<file path="src/rtl/phy_rx_lane.sv">
// Single-lane serial receive deserializer.
// Acquires byte alignment from COM symbols, then strobes out recovered bytes.
module phy_rx_lane #(
  parameter logic [7:0] COM        = 8'hBC,
  parameter int         LOCK_COUNT = 4
) (
  input  logic       clk_8f,
  input  logic       reset,
  input  logic       serial_in,
  output logic [7:0] data_out,
  output logic       valid_out,
  output logic       byte_strobe,
  output logic       active
);

  typedef enum logic [1:0] {
    SEARCH  = 2'd0,
    LOCKING = 2'd1,
    ACTIVE  = 2'd2
  } state_t;

  localparam logic [3:0] LOCK_N = 4'(LOCK_COUNT);

  state_t     state;
  state_t     state_nxt;
  logic [7:0] sr;
  logic [2:0] bit_cnt;
  logic [3:0] com_cnt;
  logic [3:0] com_cnt_nxt;
  logic       is_com;
  logic       boundary;
  logic       realign;
  logic       strobe_nxt;

  assign is_com   = (sr == COM);
  assign boundary = (bit_cnt == 3'd7);

  always_ff @(posedge clk_8f) begin
    if (reset) begin
      state <= SEARCH;
    end else begin
      state <= state_nxt;
    end
  end

  always_comb begin
    state_nxt   = state;
    com_cnt_nxt = com_cnt;
    case (state)
      SEARCH: begin
        if (is_com) begin
          com_cnt_nxt = 4'd1;
          state_nxt   = (LOCK_N <= 4'd1) ? ACTIVE : LOCKING;
        end
      end
      LOCKING: begin
        if (boundary) begin
          if (is_com) begin
            com_cnt_nxt = com_cnt + 4'd1;
            if (com_cnt_nxt >= LOCK_N) begin
              com_cnt_nxt = LOCK_N;
              state_nxt   = ACTIVE;
            end
          end else begin
            com_cnt_nxt = 4'd0;
            state_nxt   = SEARCH;
          end
        end
      end
      ACTIVE: begin
        state_nxt = ACTIVE;
      end
      default: begin
        state_nxt   = SEARCH;
        com_cnt_nxt = 4'd0;
      end
    endcase
  end

  // A match while searching defines the boundary; restart the byte count.
  always_comb begin
    realign    = (state == SEARCH) && is_com;
    strobe_nxt = (state == ACTIVE) && boundary;
  end

  always_ff @(posedge clk_8f) begin
    if (reset) begin
      sr          <= 8'd0;
      bit_cnt     <= 3'd0;
      com_cnt     <= 4'd0;
      data_out    <= 8'd0;
      valid_out   <= 1'b0;
      byte_strobe <= 1'b0;
      active      <= 1'b0;
    end else begin
      sr          <= {sr[6:0], serial_in};
      bit_cnt     <= realign ? 3'd0 : bit_cnt + 3'd1;
      com_cnt     <= com_cnt_nxt;
      byte_strobe <= strobe_nxt;
      active      <= (state_nxt == ACTIVE);
      if (strobe_nxt) begin
        data_out  <= sr;
        valid_out <= !is_com;
      end
    end
  end

endmodule

</file>
<file path="config.mk">
export PLATFORM = sky130hd
export DESIGN_NAME = phy_rx_lane
export DESIGN_NICKNAME = d
export VERILOG_FILES = /design/src/rtl/phy_rx_lane.sv
export SDC_FILE = /design/constraint.sdc
export NUM_CORES = 1
export LEC_CHECK = 0
export ABC_CLOCK_PERIOD_IN_PS = 1500
export CAP_MARGIN = 25
export CORE_UTILIZATION = 51
export CTS_CLUSTER_SIZE = 14
export DETAILED_ROUTE_END_ITERATION = 8
export PLACE_DENSITY = 0.75
export SLEW_MARGIN = 40
export SYNTH_ARGS = -nofsm -noshare
export SYNTH_HDL_FRONTEND = slang
export SYNTH_SLANG_ARGS = --single-unit
</file>
<file path="constraint.sdc">
create_clock -name clk_8f -period 1.5 [get_ports clk_8f]
set_input_delay 0.3 -clock clk_8f [delete_from_list [all_inputs] [get_ports clk_8f]]
set_output_delay 0.3 -clock clk_8f [all_outputs]
set_load 0.05 [all_outputs]
</file>
==> qor.yml <==
rsz0062_at_grt: "yes"
grt_pass1_vias: 745
start_util: 0.564
hp-class: "register to register"
synth_area_leaders: "dfxtp_1 (55%), mux2i_1 (7.9%), nor2_1 (5.5%)"
timing.final.crit_period_ns: 1.43
yosysSeqAreaShare: 0.552
io_pins: 14
async_reset_ff_frac: 0
drtIter0Drc: 23
slew_viol_final: 0
outcome: "complete, no violations"
fin_tns_setup_ns: 0
r2r_slack_ns: 0.07
r2r-start: "com_cnt[1]"
synth_top_area_frac: 0.552
avgSynthCellArea_um2: 10.4
grt_pass1_wl_um: 3490
first_pass_iters: 4
antenna_found_initial: 0
die_w_um: 46.6
netlist_instances: 98
yosys.cell_count.top_type: "dfxtp_1"
yosysWarningCount: 0
avgViaCountPerCell: 5.59
vdd.ir_drop.worst_mv: 1.06
wl_per_cell_um: 14.9
grt_usage: 0.233
hold_start: "bit_cnt[0]"
syn_to_final_growth_pct: 45.3
endpoint_kind: "register"
clkSinkCount: 28
reg2reg_to: "com_cnt[2]"
globalRouteOverflowTotal: 0
final.setup_skew_ns: 0.00244
synthesis.nets: 104
maxSlewHeadroom: 0.805
clk_latency_ns: 0.33
critPathMaxStageDelay_ns: 0.37
synth_top_cell_by_area: "dfxtp_1"
postRouteAntennaNets: 0
p_leak_nw: 0.642
min_to: "bit_cnt[0]"
cts_hold_buf: 0
tightest_slew_ns: 0.292
clock-root-buffer: "clkbuf_4"
crit_type: "register to register"
ys_seq_elements: 28
dpl_worst_slack_ns: -0.122
path_clk_slew_ns: 0.14
fmax_ghz: 0.697
totalPowerFinal_w: 0.00129
required_ns: 1.74
fillers: 108
vias: 816
synth_area_mm2: 0.00102
drv_cap: 0
dp.cells: 141
io_buffers: 13
clockBufferDepth: 2
drt-total-wl_um: 2170
setup_ws_ns: 0.0654
gp_congestion: 0.927
die_h_um: 46.6
timing.final.crit_share: 0.956
final_net_count: 128
synth-main-ff-cell: "dfxtp_1"
drive_above_1_share: 0.306
critPathMaxFanout: 6
core_area_mm2: 0.00180
cp_cell_sequence: "ha_1 > nand2_1 > a21oi_1 > o31a_1 > o41ai_1"
h-tree-depth: 1
netlist_top_cells_count: "dfxtp_1 (28), nor2_1 (15), nor2b_1 (9)"
cts_tree: "done"
ff2ff_path_depth: 5
yosysUniqueCellTypes: 25
fin_cells: 146
grt_max_degree: 19
row_count: 15
antenna_cells: 0
cp-start-kind: "register"
dp.final_hpwl_um: 1480
finalSetupViolCount: 0
drc: 0
power_density_mw_per_mm2: 875
fin_util: 0.819
hold_depth: 1
crit_path_top_delay_cell: "dfxtp_1"
cp.arrival_ns: 1.67
die_area_mm2: 0.00217
synth_edf_count: 0
hold_viol: 0
numCtsBuffers: 3
## kinds of logic after synthesis
| kind of cell | Yosys count | synth area share |
|---|---|---|
| and+or+nand+nor | 38 | 0.203 |
| adders and majority gates | 3 | 0.0369 |
| DFF | 28 | 0.552 |
| buffers and inverters | 7 | 0.0271 |
| AOI/OAI and AO/OA | 14 | 0.102 |
| muxes | 8 | 0.0788 |
## worst max-delay path: cells and delay by family (launching register included)
family	cells	cell delay (ns)
AOI/OAI and AO/OA	3	0.70
DFF	1	0.37
adders and majority gates	1	0.20
and+or+nand+nor	1	0.08
## flip-flops by register name (all words and copies together) (netlist names)
signal and flops:
state 2, data_out 8, bit_cnt 3, com_cnt 4
valid_out 1, sr 8, byte_strobe 1, active 1
## report_power, final
| part | internal (W) | switching (W) |
|---|---|---|
| Combinational | 0.0000222 | 0.0000200 |
| Clock | 0.000270 | 0.000215 |
| Sequential | 0.000756 | 0.00000886 |
| Total | 0.00105 | 0.000244 |
## what timing repair did
item                       4_1_cts  5_1_grt
cloned                           1        0
buffers inserted                 1        1
setup endpoints to repair        7        8
pin swaps                        3        6
gates resized for setup          9        7
## cell type report
| type | count | area (um2) | share of cell area |
|---|---|---|---|
| repair buffers | 22 | 324 | 0.219 |
| multi-input cells | 63 | 490 | 0.332 |
| inverters | 4 | 15.0 | 0.0102 |
| well taps | 25 | 31.3 | 0.0212 |
| clock buffers | 3 | 22.5 | 0.0153 |
| flip-flops and latches | 28 | 563 | 0.381 |
| clock inverters | 1 | 30.0 | 0.0203 |
## worst max path at each step
stage	startpoint	end	slack (ns)	depth (start not counted)
2_1_floorplan	bit_cnt[0]	com_cnt[1]	0.08	5
3_3_place_gp	reset	com_cnt[0]	-0.06	5
3_5_place_dp	reset	com_cnt[0]	-0.12	5
4_1_cts	bit_cnt[1]	com_cnt[0]	0.02	6
5_1_grt	com_cnt[1]	com_cnt[2]	-0.003	5
6_report	com_cnt[1]	com_cnt[2]	0.07	5
## placed cells by master, fill, tap and decap left out, types with 2 or more instances in the layout
| master | count |
|---|---|
| a32o_1 | 2 |
| and2_1 | 2 |
| and3_1 | 2 |
| buf_12 | 12 |
| buf_4 | 7 |
| clkbuf_4 | 3 |
| clkdlybuf4s50_1 | 2 |
| dfxtp_1 | 26 |
| dfxtp_2 | 2 |
| ha_4 | 2 |
| inv_1 | 4 |
| mux2i_1 | 7 |
| nand2_1 | 2 |
| nand3_1 | 3 |
| nor2_1 | 15 |
| nor2b_1 | 9 |
| o41ai_2 | 2 |
## routing by layer
layer / GRT usage / vias to the layer above / share of wire
li1: - / 389 / -
met1: 0.270 / 385 / 0.42
met2: 0.403 / 36 / 0.51
met3: 0.0706 / 6 / 0.050
met4: 0.0800 / 0 / 0.019
met5: 0 / - / 0
## through the flow
step | hold WS, ns | area [um2]
global route | 0.466 | 1480
CTS | 0.444 | 1460
finish | 0.447 | 1480
global placement | 0.408 | 1350
detailed placement | 0.426 | 1350
floorplan | 0.398 | 1020
Power figures use the tool's default switching activity.
==> RTL edit: new RTL, config.mk and constraints unchanged <==
Change the parameter `COM` from 8'hBC to 8'h80.
--- a/src/rtl/phy_rx_lane.sv
+++ b/src/rtl/phy_rx_lane.sv
@@ -2,5 +2,5 @@
 // Acquires byte alignment from COM symbols, then strobes out recovered bytes.
 module phy_rx_lane #(
-  parameter logic [7:0] COM        = 8'hBC,
+  parameter logic [7:0] COM        = 8'h80,
   parameter int         LOCK_COUNT = 4
 ) (
Check against the original RTL: same outputs for any inputs over 10 cycles, from zero or initial values and one cycle with reset high; that may be too few to reach the edited logic, so the function may still have changed.
==> RTL edit against the unedited design <==
  * Non-clock buffer count increased by 3
  * Utilization is 0.36 points lower
  * Setup slack worse by 0.035 ns
  * Area after synthesis rose by 2.2%
  * Routed wire length grew 11%
  * Clock power rose by 1%
  * Final area is 0.59% higher
  * Total power grew 1.6%
  * Sequential cell count stayed put
  * Critical path type unchanged
  * Worst hold slack improved by 0.067 ns
==> RTL edit: results (changes against the unedited design) <==
global_route:
  gr-usage-met1_pct: 27.2  # was 27.0%
  track_usage_pct: 22.6  # was 23.3%
  use_met3_pct: 6.54  # was 7.06%
  grt_overflow_total: 0  # unchanged
  grt_pass1_wl_um: 3390  # was 3490 um
  grt_pass1_vias: 750  # was 745
  use_met2_pct: 36.9  # was 40.3%
  antenna_found_initial: 0  # unchanged
power:
  cellLeakagePower_uw: 0.000659  # was 0.000642 uW
  peakVddDrop_uv: 872  # was 1060 uV
  switchingPower_uw: 256  # was 244 uW
critical_path:
  ff2ff_setup_slack_ns: 0.03  # was 0.07 ns
  cp_top_family: "flip-flops"  # was compound AO/OA/AOI/OAI gates
  cp.arrival_ns: 1.71  # was 1.67 ns
  crit_type: "reg -> reg"  # unchanged
  cp_slowest_cell: "dfxtp_2"  # was dfxtp_1
  rr_startpoint: "bit_cnt[0]$_SDFF_PP0_"  # was com_cnt[1]$_SDFFE_PP0P_
  slowest_delay_ns: 0.35  # was 0.37 ns
  rr_worst_depth: 6  # was 5
  r2r_end: "data_out[1]$_SDFFE_PP0P_"  # was com_cnt[2]$_SDFFE_PP0P_
detailed_routing:
  routed_via_density: 5.58  # was 5.59
  routed_wl_um: 2410  # was 2170 um
  drtIter0Drc: 24  # was 23
  first_pass_iters: 4  # unchanged
worst_hold_path:
  hold_class: "reg -> reg"  # unchanged
  holdPathStages: 2  # was 1
  min-delay-start: "bit_cnt[0]$_SDFF_PP0_"  # unchanged
  holdPathEnd: "bit_cnt[0]$_SDFF_PP0_"  # unchanged
synth:
  seq_area_frac_synth_pct: 54.0  # was 55.2%
  async_flop_share_pct: 0  # unchanged
  ys_warn_count: 0  # unchanged
  synth_area_leaders: "dfxtp_1, mux2i_1, nor2_1, nor2b_1, ha_1"  # unchanged
  synth_compound_area_share_pct: 10.0  # was 10.2%
  ys.flop_type: "dfxtp_1"  # unchanged
  synth_fa_ha_area_share_pct: 3.61  # was 3.69%
  yosysUniqueCellTypes: 27  # was 25
  ys_top_cells_by_count: "dfxtp_1, nor2_1, nor2b_1"  # unchanged
  synth.area.mux_share_pct: 7.71  # was 7.88%
finish:
  n_antenna_cell: 0  # unchanged
  reg_top3: "data_out: 8 flops, sr: 8 flops, com_cnt: 4 flops"  # unchanged
  nNetsFinal: 131  # was 128
  drive_gt1_share_pct: 28.2  # was 30.6%
placement:
  pre_cts_slack_ns: -0.109  # was -0.122 ns
  dpl_cell_area_mm2: 0.00137  # was 0.00135 mm2
  dpl.hpwl_um: 1480  # about the same
  gp_congestion: 0.895  # was 0.927
clock_tree:
  insertion_delay_ns: 0.33  # about the same
  root_buffer: "clkbuf_4"  # unchanged
timing:
  holdWs_ns: 0.514  # was 0.447 ns
  max_freq_mhz: 680  # was 697 MHz
  slew_headroom_pct: 81.6  # was 80.5%
  clock_skew_ns: 0.00483  # was 0.00244 ns
outcome:
  status: "completed"  # unchanged
==> RTL edit: cell count changes after synthesis, sizes merged <==
cell | unedited run | this run
clkbuf | 2 | 1
buf | 1 | 2
nor4b | 0 | 1
and4bb | 1 | 0
and4b | 1 | 0
nor4 | 0 | 1
==> RTL edit: power by group through the flow <==
stage / sequential (uW) / clock, uW / combinational [uW]
floorplan: 777 / 0 / 26.7
global placement: 778 / 0 / 45.4
detailed placement: 779 / 0 / 47.8
CTS: 763 / 501 / 49.5
global route: 765 / 520 / 64.6
finish: 764 / 491 / 57.7
==> RTL edit: stage by stage <==
stage	std cells	total power, uW
finish	149	1310
global route	149	1350
CTS	146	1310
detailed placement	142	827
global placement	142	824
floorplan	98	804
==> RTL edit: worst max-delay path by stage <==
stage,to,cells past startpoint
after global placement,com_cnt[0]$_SDFFE_PP0P_,5
after CTS,com_cnt[2]$_SDFFE_PP0P_,5
after floorplan,com_cnt[1]$_SDFFE_PP0P_,5
final,data_out[1]$_SDFFE_PP0P_,6
after global routing,data_out[1]$_SDFFE_PP0P_,6
after detailed placement,com_cnt[0]$_SDFFE_PP0P_,5
==> RTL edit: routing by layer <==
metal	wire [um]	vias to the layer above
met5	0	-
met4	12	0
met3	71	2
met2	1310	20
met1	1010	412
li1	-	398
==> RTL edit: repair_timing <==
item                       CTS  global route
pin swaps                    0             5
gates cloned                 0             1
setup endpoints to repair    5             5
gates resized for setup      2             5
buffers inserted             0             2
hold buffers                 0             0
==> RTL edit: final cells by class <==
| cell class | count | area (um2) |
|---|---|---|
| Tap cell | 25 | 31.3 |
| Inverter | 4 | 15.0 |
| Timing Repair Buffer | 25 | 348 |
| Clock buffer | 3 | 22.5 |
| Clock inverter | 1 | 30.0 |
| Sequential cell | 28 | 562 |
| Multi-Input combinational cell | 63 | 477 |
| Fill cell | 112 | 335 |
